### src/rtl/rdma_ipudp_header_gen.sv
`timescale 1ns/1ps
// IPv4+UDP header generator: takes one metadata record, checksums the IPv4
// header over 5 cycles, then streams the 28-byte header as 7 big-endian words.
module rdma_ipudp_header_gen #(
    parameter logic [7:0] IP_TTL   = 8'd64,
    parameter logic [7:0] IP_PROTO = 8'd17
) (
    input  logic        iClk,
    input  logic        iRst,
    input  logic [15:0] i_payload_len,
    input  logic [31:0] i_src_ip,
    input  logic [31:0] i_dst_ip,
    input  logic [15:0] i_src_port,
    input  logic [15:0] i_dst_port,
    input  logic [7:0]  i_flags,
    input  logic [7:0]  i_endpoint_id,
    input  logic        i_valid,
    output logic        o_ready,
    output logic [31:0] o_tdata,
    output logic        o_tvalid,
    output logic        o_tlast,
    output logic [7:0]  o_tuser,
    input  logic        i_tready
);

    typedef enum logic [1:0] {
        S_IDLE = 2'd0,
        S_CSUM = 2'd1,
        S_FOLD = 2'd2,
        S_EMIT = 2'd3
    } state_t;

    state_t state_q, state_d;

    // Registered copy of the accepted metadata record
    logic [15:0] len_q;
    logic [31:0] sip_q;
    logic [31:0] dip_q;
    logic [15:0] sport_q;
    logic [15:0] dport_q;
    logic [7:0]  tos_q;
    logic [7:0]  user_q;

    logic [19:0] acc_q, acc_d;
    logic [2:0]  cnt_q, cnt_d;
    logic [15:0] csum_q, csum_d;
    logic [2:0]  widx_q, widx_d;
    logic [15:0] ident_q, ident_d;

    logic        ready_q, ready_d;
    logic        tvalid_q, tvalid_d;
    logic        tlast_q, tlast_d;
    logic [31:0] tdata_q, tdata_d;
    logic [7:0]  tuser_q, tuser_d;

    logic        accept;
    logic        beat;
    logic        last_beat;
    logic [2:0]  nxt_idx;
    logic [15:0] tot_len;
    logic [15:0] udp_len;
    logic [15:0] pair_a;
    logic [15:0] pair_b;
    logic [19:0] acc_sum;
    logic [16:0] fold1;
    logic [15:0] fold2;
    logic [31:0] hdr_word [8];

    assign accept    = i_valid & ready_q;
    assign beat      = tvalid_q & i_tready;
    assign last_beat = beat & (widx_q == 3'd6);
    assign nxt_idx   = widx_q + 3'd1;
    assign tot_len   = len_q + 16'd28;
    assign udp_len   = len_q + 16'd8;

    // Two 16-bit header words summed per CSUM cycle
    always_comb begin
        pair_a = 16'h0000;
        pair_b = 16'h0000;
        case (cnt_q)
            3'd0: begin pair_a = {8'h45, tos_q};      pair_b = tot_len;       end
            3'd1: begin pair_a = ident_q;             pair_b = 16'h4000;      end
            3'd2: begin pair_a = {IP_TTL, IP_PROTO};  pair_b = 16'h0000;      end
            3'd3: begin pair_a = sip_q[31:16];        pair_b = sip_q[15:0];   end
            default: begin pair_a = dip_q[31:16];     pair_b = dip_q[15:0];   end
        endcase
    end

    assign acc_sum = acc_q + {4'h0, pair_a} + {4'h0, pair_b};
    // Second fold can only see a carry of 1, so the result fits in 16 bits
    assign fold1   = {1'b0, acc_q[15:0]} + {13'd0, acc_q[19:16]};
    assign fold2   = fold1[15:0] + {15'd0, fold1[16]};

    always_comb begin
        hdr_word[0] = {8'h45, tos_q, tot_len};
        hdr_word[1] = {ident_q, 16'h4000};
        hdr_word[2] = {IP_TTL, IP_PROTO, csum_q};
        hdr_word[3] = sip_q;
        hdr_word[4] = dip_q;
        hdr_word[5] = {sport_q, dport_q};
        hdr_word[6] = {udp_len, 16'h0000};
        hdr_word[7] = 32'h0000_0000;
    end

    always_ff @(posedge iClk or posedge iRst) begin
        if (iRst) begin
            state_q <= S_IDLE;
        end else begin
            state_q <= state_d;
        end
    end

    always_comb begin
        state_d = state_q;
        case (state_q)
            S_IDLE:  if (accept) state_d = S_CSUM;
            S_CSUM:  if (cnt_q == 3'd4) state_d = S_FOLD;
            S_FOLD:  state_d = S_EMIT;
            S_EMIT:  if (last_beat) state_d = S_IDLE;
            default: state_d = S_IDLE;
        endcase
    end

    always_comb begin
        acc_d    = acc_q;
        cnt_d    = cnt_q;
        csum_d   = csum_q;
        widx_d   = widx_q;
        ident_d  = ident_q;
        tvalid_d = tvalid_q;
        tlast_d  = tlast_q;
        tdata_d  = tdata_q;
        tuser_d  = tuser_q;
        ready_d  = (state_d == S_IDLE);
        case (state_q)
            S_IDLE: begin
                if (accept) begin
                    acc_d = 20'd0;
                    cnt_d = 3'd0;
                end
            end
            S_CSUM: begin
                acc_d = acc_sum;
                cnt_d = cnt_q + 3'd1;
            end
            S_FOLD: begin
                csum_d   = ~fold2;
                tvalid_d = 1'b1;
                tlast_d  = 1'b0;
                tdata_d  = hdr_word[0];
                tuser_d  = user_q;
                widx_d   = 3'd0;
            end
            S_EMIT: begin
                if (last_beat) begin
                    tvalid_d = 1'b0;
                    tlast_d  = 1'b0;
                    tdata_d  = 32'h0000_0000;
                    tuser_d  = 8'h00;
                    ident_d  = ident_q + 16'd1;
                end else if (beat) begin
                    widx_d  = nxt_idx;
                    tdata_d = hdr_word[nxt_idx];
                    tlast_d = (nxt_idx == 3'd6);
                end
            end
            default: begin
                tvalid_d = 1'b0;
                tlast_d  = 1'b0;
            end
        endcase
    end

    always_ff @(posedge iClk or posedge iRst) begin
        if (iRst) begin
            acc_q    <= 20'd0;
            cnt_q    <= 3'd0;
            csum_q   <= 16'h0000;
            widx_q   <= 3'd0;
            ident_q  <= 16'h0000;
            ready_q  <= 1'b0;
            tvalid_q <= 1'b0;
            tlast_q  <= 1'b0;
            tdata_q  <= 32'h0000_0000;
            tuser_q  <= 8'h00;
        end else begin
            acc_q    <= acc_d;
            cnt_q    <= cnt_d;
            csum_q   <= csum_d;
            widx_q   <= widx_d;
            ident_q  <= ident_d;
            ready_q  <= ready_d;
            tvalid_q <= tvalid_d;
            tlast_q  <= tlast_d;
            tdata_q  <= tdata_d;
            tuser_q  <= tuser_d;
        end
    end

    always_ff @(posedge iClk or posedge iRst) begin
        if (iRst) begin
            len_q   <= 16'h0000;
            sip_q   <= 32'h0000_0000;
            dip_q   <= 32'h0000_0000;
            sport_q <= 16'h0000;
            dport_q <= 16'h0000;
            tos_q   <= 8'h00;
            user_q  <= 8'h00;
        end else if (state_q == S_IDLE && accept) begin
            len_q   <= i_payload_len;
            sip_q   <= i_src_ip;
            dip_q   <= i_dst_ip;
            sport_q <= i_src_port;
            dport_q <= i_dst_port;
            tos_q   <= i_flags;
            user_q  <= i_endpoint_id;
        end
    end

    assign o_ready  = ready_q;
    assign o_tvalid = tvalid_q;
    assign o_tlast  = tlast_q;
    assign o_tdata  = tdata_q;
    assign o_tuser  = tuser_q;

endmodule

### config.mk
export PLATFORM = sky130hd
export DESIGN_NAME = rdma_ipudp_header_gen
export DESIGN_NICKNAME = d
export VERILOG_FILES = /design/src/rtl/rdma_ipudp_header_gen.sv
export SDC_FILE = /design/constraint.sdc
export NUM_CORES = 1
export LEC_CHECK = 0
export ABC_CLOCK_PERIOD_IN_PS = 7400
export BUFFER_PORTS_ARGS = -buffer_cell sky130_fd_sc_hd__buf_2
export CAP_MARGIN = 20
export CORE_ASPECT_RATIO = 0.5
export CORE_UTILIZATION = 45
export CTS_BUF_LIST = sky130_fd_sc_hd__clkbuf_16
export CTS_CLUSTER_DIAMETER = 80
export DETAILED_ROUTE_END_ITERATION = 6
export PLACE_DENSITY = 0.67
export SYNTH_ARGS = -nofsm -noshare
export SYNTH_HDL_FRONTEND = slang
export SYNTH_SLANG_ARGS = --single-unit
### constraint.sdc
create_clock -name iClk -period 7.4 [get_ports iClk]
set_input_delay 1.48 -clock iClk [delete_from_list [all_inputs] [get_ports iClk]]
set_output_delay 1.48 -clock iClk [all_outputs]
set_load 0.02 [all_outputs]
==> impl_metrics.csv <==
group,metric,value,unit
outcome,outcome,"complete, but fails checks",
outcome,violations,"DRC",
flow_run,drv.max_cap_violation_count,0,
power_and_ir_drop,sw_frac_of_total,0.223,
cells_and_area,drive_gt1_frac,0.156,
power_and_ir_drop,irDropWorstVdd,0.000131,V
floorplan,die_area,30400,sq um
sta,fin_skew,0.0283,ns
power_and_ir_drop,seq_power_share,0.506,
yosys,synth_flop_cell,"dfrtp_1",
power_and_ir_drop,clockPowerShare,0.469,
detailed_routing,ant_nets,0,
clock_tree,cts_max_level,1,
sta,fin_crit_sh,0.640,
detailed_routing,routedWlPerCell,21.3,um
yosys,synth_top_area_frac,0.432,
placed_design,place_hpwl,33.9,mm
power_and_ir_drop,internal_power,0.00194,W
cells_and_area,fin_area,15300,sq um
yosys,ys_ff_latch,231,
yosys,ys_warn_count,0,
sta,tightestPinTransition,1.14,ns
floorplan,die_x,246,um
worst_setup_path,crit_arrival,5.13,ns
sta,post-route-min-period,4.73,ns
worst_setup_path,critical_path_class,"reg2reg",
yosys,yosysSeqAreaShare,0.432,
clock_tree,clk_latency,0.55,ns
power_and_ir_drop,switchingPower,0.000557,W
cells_and_area,final_net_count,1893,
worst_setup_path,crit_fanout,35,
detailed_routing,wl_met2,19.8,mm
floorplan,die_h,124,um
yosys,syn-num-nets,1771,
sta,finalHoldViolations,0,
floorplan,initial_core_util,0.459,
floorplan,core,29100,sq um
min_path,min_path_type,"reg2reg",
clock_tree,cts_hold_buf,0,
worst_setup_path,critPathRequiredTime,7.80,ns
detailed_routing,routed_wl,44.9,mm
sta,clock.fmax,211,MHz
yosys,ys_types,75,
global_routing,grt_pass1_wl,66.2,mm
global_routing,grt_usage,0.295,
cells_and_area,post-route-util,0.525,
yosys,synth.most_common_cell,"nand2_1",
yosys,syn_area_per_cell,8.43,sq um
power_and_ir_drop,p_leak,7.86,nW
clock_tree,numCtsBuffers,22,
detailed_routing,route.detailed.drc,9,
worst_setup_path,cp-end-kind,"register",
sta,drv_slew,0,
global_routing,antenna_found_initial,1,
detailed_routing,met3_length,4.23,mm
global_routing,grt_max_degree,140,
sta,rsz0062_at_grt,"false",
placed_design,port_buffers,174,
yosys,synthTopCellsByArea,"dfrtp_1 43%, nand2_1 14%, o21ai_0 3.6%",
power_and_ir_drop,p_comb_frac,0.025,
yosys,yosysTopAreaCell,"dfrtp_1",
clock_tree,cts_setup_buffers,0,
clock_tree,cts_max_path_buffers,3,
cells_and_area,fillers,2786,
sta,setup_viol,0,
detailed_routing,dr.pass1.iters,7,
detailed_routing,drt_iter0_markers,1182,
detailed_routing,via_count,12000,
global_routing,first_global_vias,11000,
yosys,async_flop_share,1.00,
clock_tree,cts_tree,"done",
floorplan,num_io_pins,175,
detailed_routing,dr.max_layer_used,"met5",
yosys,synthesis.area,13400,sq um
cells_and_area,n_antenna_cell,0,
sta,fin_setup_tns,0,ns
yosys,ys_top_cells_by_count,"482 x nand2_1, 231 x dfrtp_1, 104 x nor2_1, 97 x o21ai_0, 76 x clkbuf_1",
global_routing,grt_overflow_total,0,
worst_setup_path,start_kind,"register",
clock_tree,cts_resized,0,
clock_tree,cts_root_buf,"clkbuf_16",
yosys,synth_cells,1586,
floorplan,rows,44,
placed_design,place_area,14600,sq um
detailed_routing,met1_length,19.9,mm
yosys,synth-edff-count,0,
placed_design,gp_congestion,1.03,
detailed_routing,via_per_inst,5.69,
cells_and_area,area_delta_synth_final,14.3,%
power_and_ir_drop,power_density,163,nW/um^2
clock_tree,clkSlewWorstSetupHoldPaths,0.07,ns
clock_tree,cts.sinks,231,
sta,max_slew_margin,0.235,
## area by class of cell
class / count / area (sq um) / area share
Inverter: 67 / 255 / 0.0167
Sequential cell: 231 / 5780 / 0.378
Tap cell: 391 / 489 / 0.0320
Clock inverter: 17 / 169 / 0.0111
Clock buffer: 22 / 551 / 0.0360
Timing Repair Buffer: 193 / 1030 / 0.0671
Multi-Input combinational cell: 1193 / 7010 / 0.459
## path summary, 6_finish.rpt
kind	from	endpoint	slack (ns)	cells past startpoint
worst max-delay path	cnt_q[2]	acc_q[14]	2.67	16
worst min-delay path	o_tdata[14]	o_tdata[14]	0.48	2
worst max register to register	cnt_q[2]	acc_q[14]	2.67	16
worst min register to register	o_tdata[14]	o_tdata[14]	0.48	2
max in group asynchronous	iRst	dip_q[24]	5.15	3
min in group asynchronous	iRst	csum_q[7]	0.94	2
## state kept, by name (all words and copies together), names as in the netlist, 8 cells and up
name / cells
dip_q: 32
tos_q: 8
o_tuser: 8
sport_q: 16
dport_q: 16
len_q: 16
sip_q: 32
acc_q: 20
csum_q: 16
o_tdata: 32
user_q: 8
ident_q: 16
## routing by layer
metal	vias to the layer above	GRT usage
met5	-	0
met4	2	0.0718
met3	74	0.0817
met2	484	0.450
met1	5831	0.415
li1	5641	-
## logic make-up (layout without fill, tap and decap cells)
kind of cell / count (synthesis) / after routing / share of synthesized area
AND/OR/NAND/NOR: 700 / 700 / 0.218
AO/OA/AOI/OAI: 320 / 320 / 0.159
flip-flops: 231 / 231 / 0.432
buffers and inverters: 162 / 299 / 0.0463
XOR/XNOR: 72 / 72 / 0.0472
adder cells (fa/ha/maj): 53 / 53 / 0.0597
multiplexers: 48 / 48 / 0.0376
## cells in the final DEF, fill, tap and decap left out, types with 34 or more instances in the layout
cell	instances
a21oi_1	64
xnor2_1	42
inv_1	68
nand3_1	40
nor2_1	104
ha_1	34
nand2_1	482
o21ai_0	97
dfrtp_1	230
buf_2	174
## critical path: stages, from the launching register on
cell	delay, ns
dfrtp_1	0.45
inv_1	0.16
ha_1	0.16
buf_4	0.36
nor3_2	0.15
buf_4	0.23
a222oi_1	0.63
fa_1	0.54
inv_1	0.07
ha_1	0.31
a21o_1	0.22
a21oi_1	0.37
a21boi_0	0.15
a311oi_1	0.42
a21oi_1	0.14
xnor2_1	0.15
o21ai_0	0.08
## power groups by stage
stage	clock, W	sequential (W)	combinational, W
global route	0.00124	0.00126	0.0000710
CTS	0.00119	0.00126	0.0000636
finish	0.00117	0.00126	0.0000617
floorplan	0	0.00129	0.0000192
detailed placement	0	0.00129	0.0000633
global placement	0	0.00129	0.0000632
## metrics by stage
step                setup WS, ns  cells  hold WS, ns  total power, W
global route                2.39   2114        0.500         0.00257
detailed placement          2.82   2075        0.463         0.00135
CTS                         2.78   2114        0.479         0.00251
global placement            2.95   2075        0.458         0.00135
floorplan                   2.90   1586        0.440         0.00131
finish                      2.67   2114        0.475         0.00249
No activity file was read; power rests on OpenSTA's default activity.
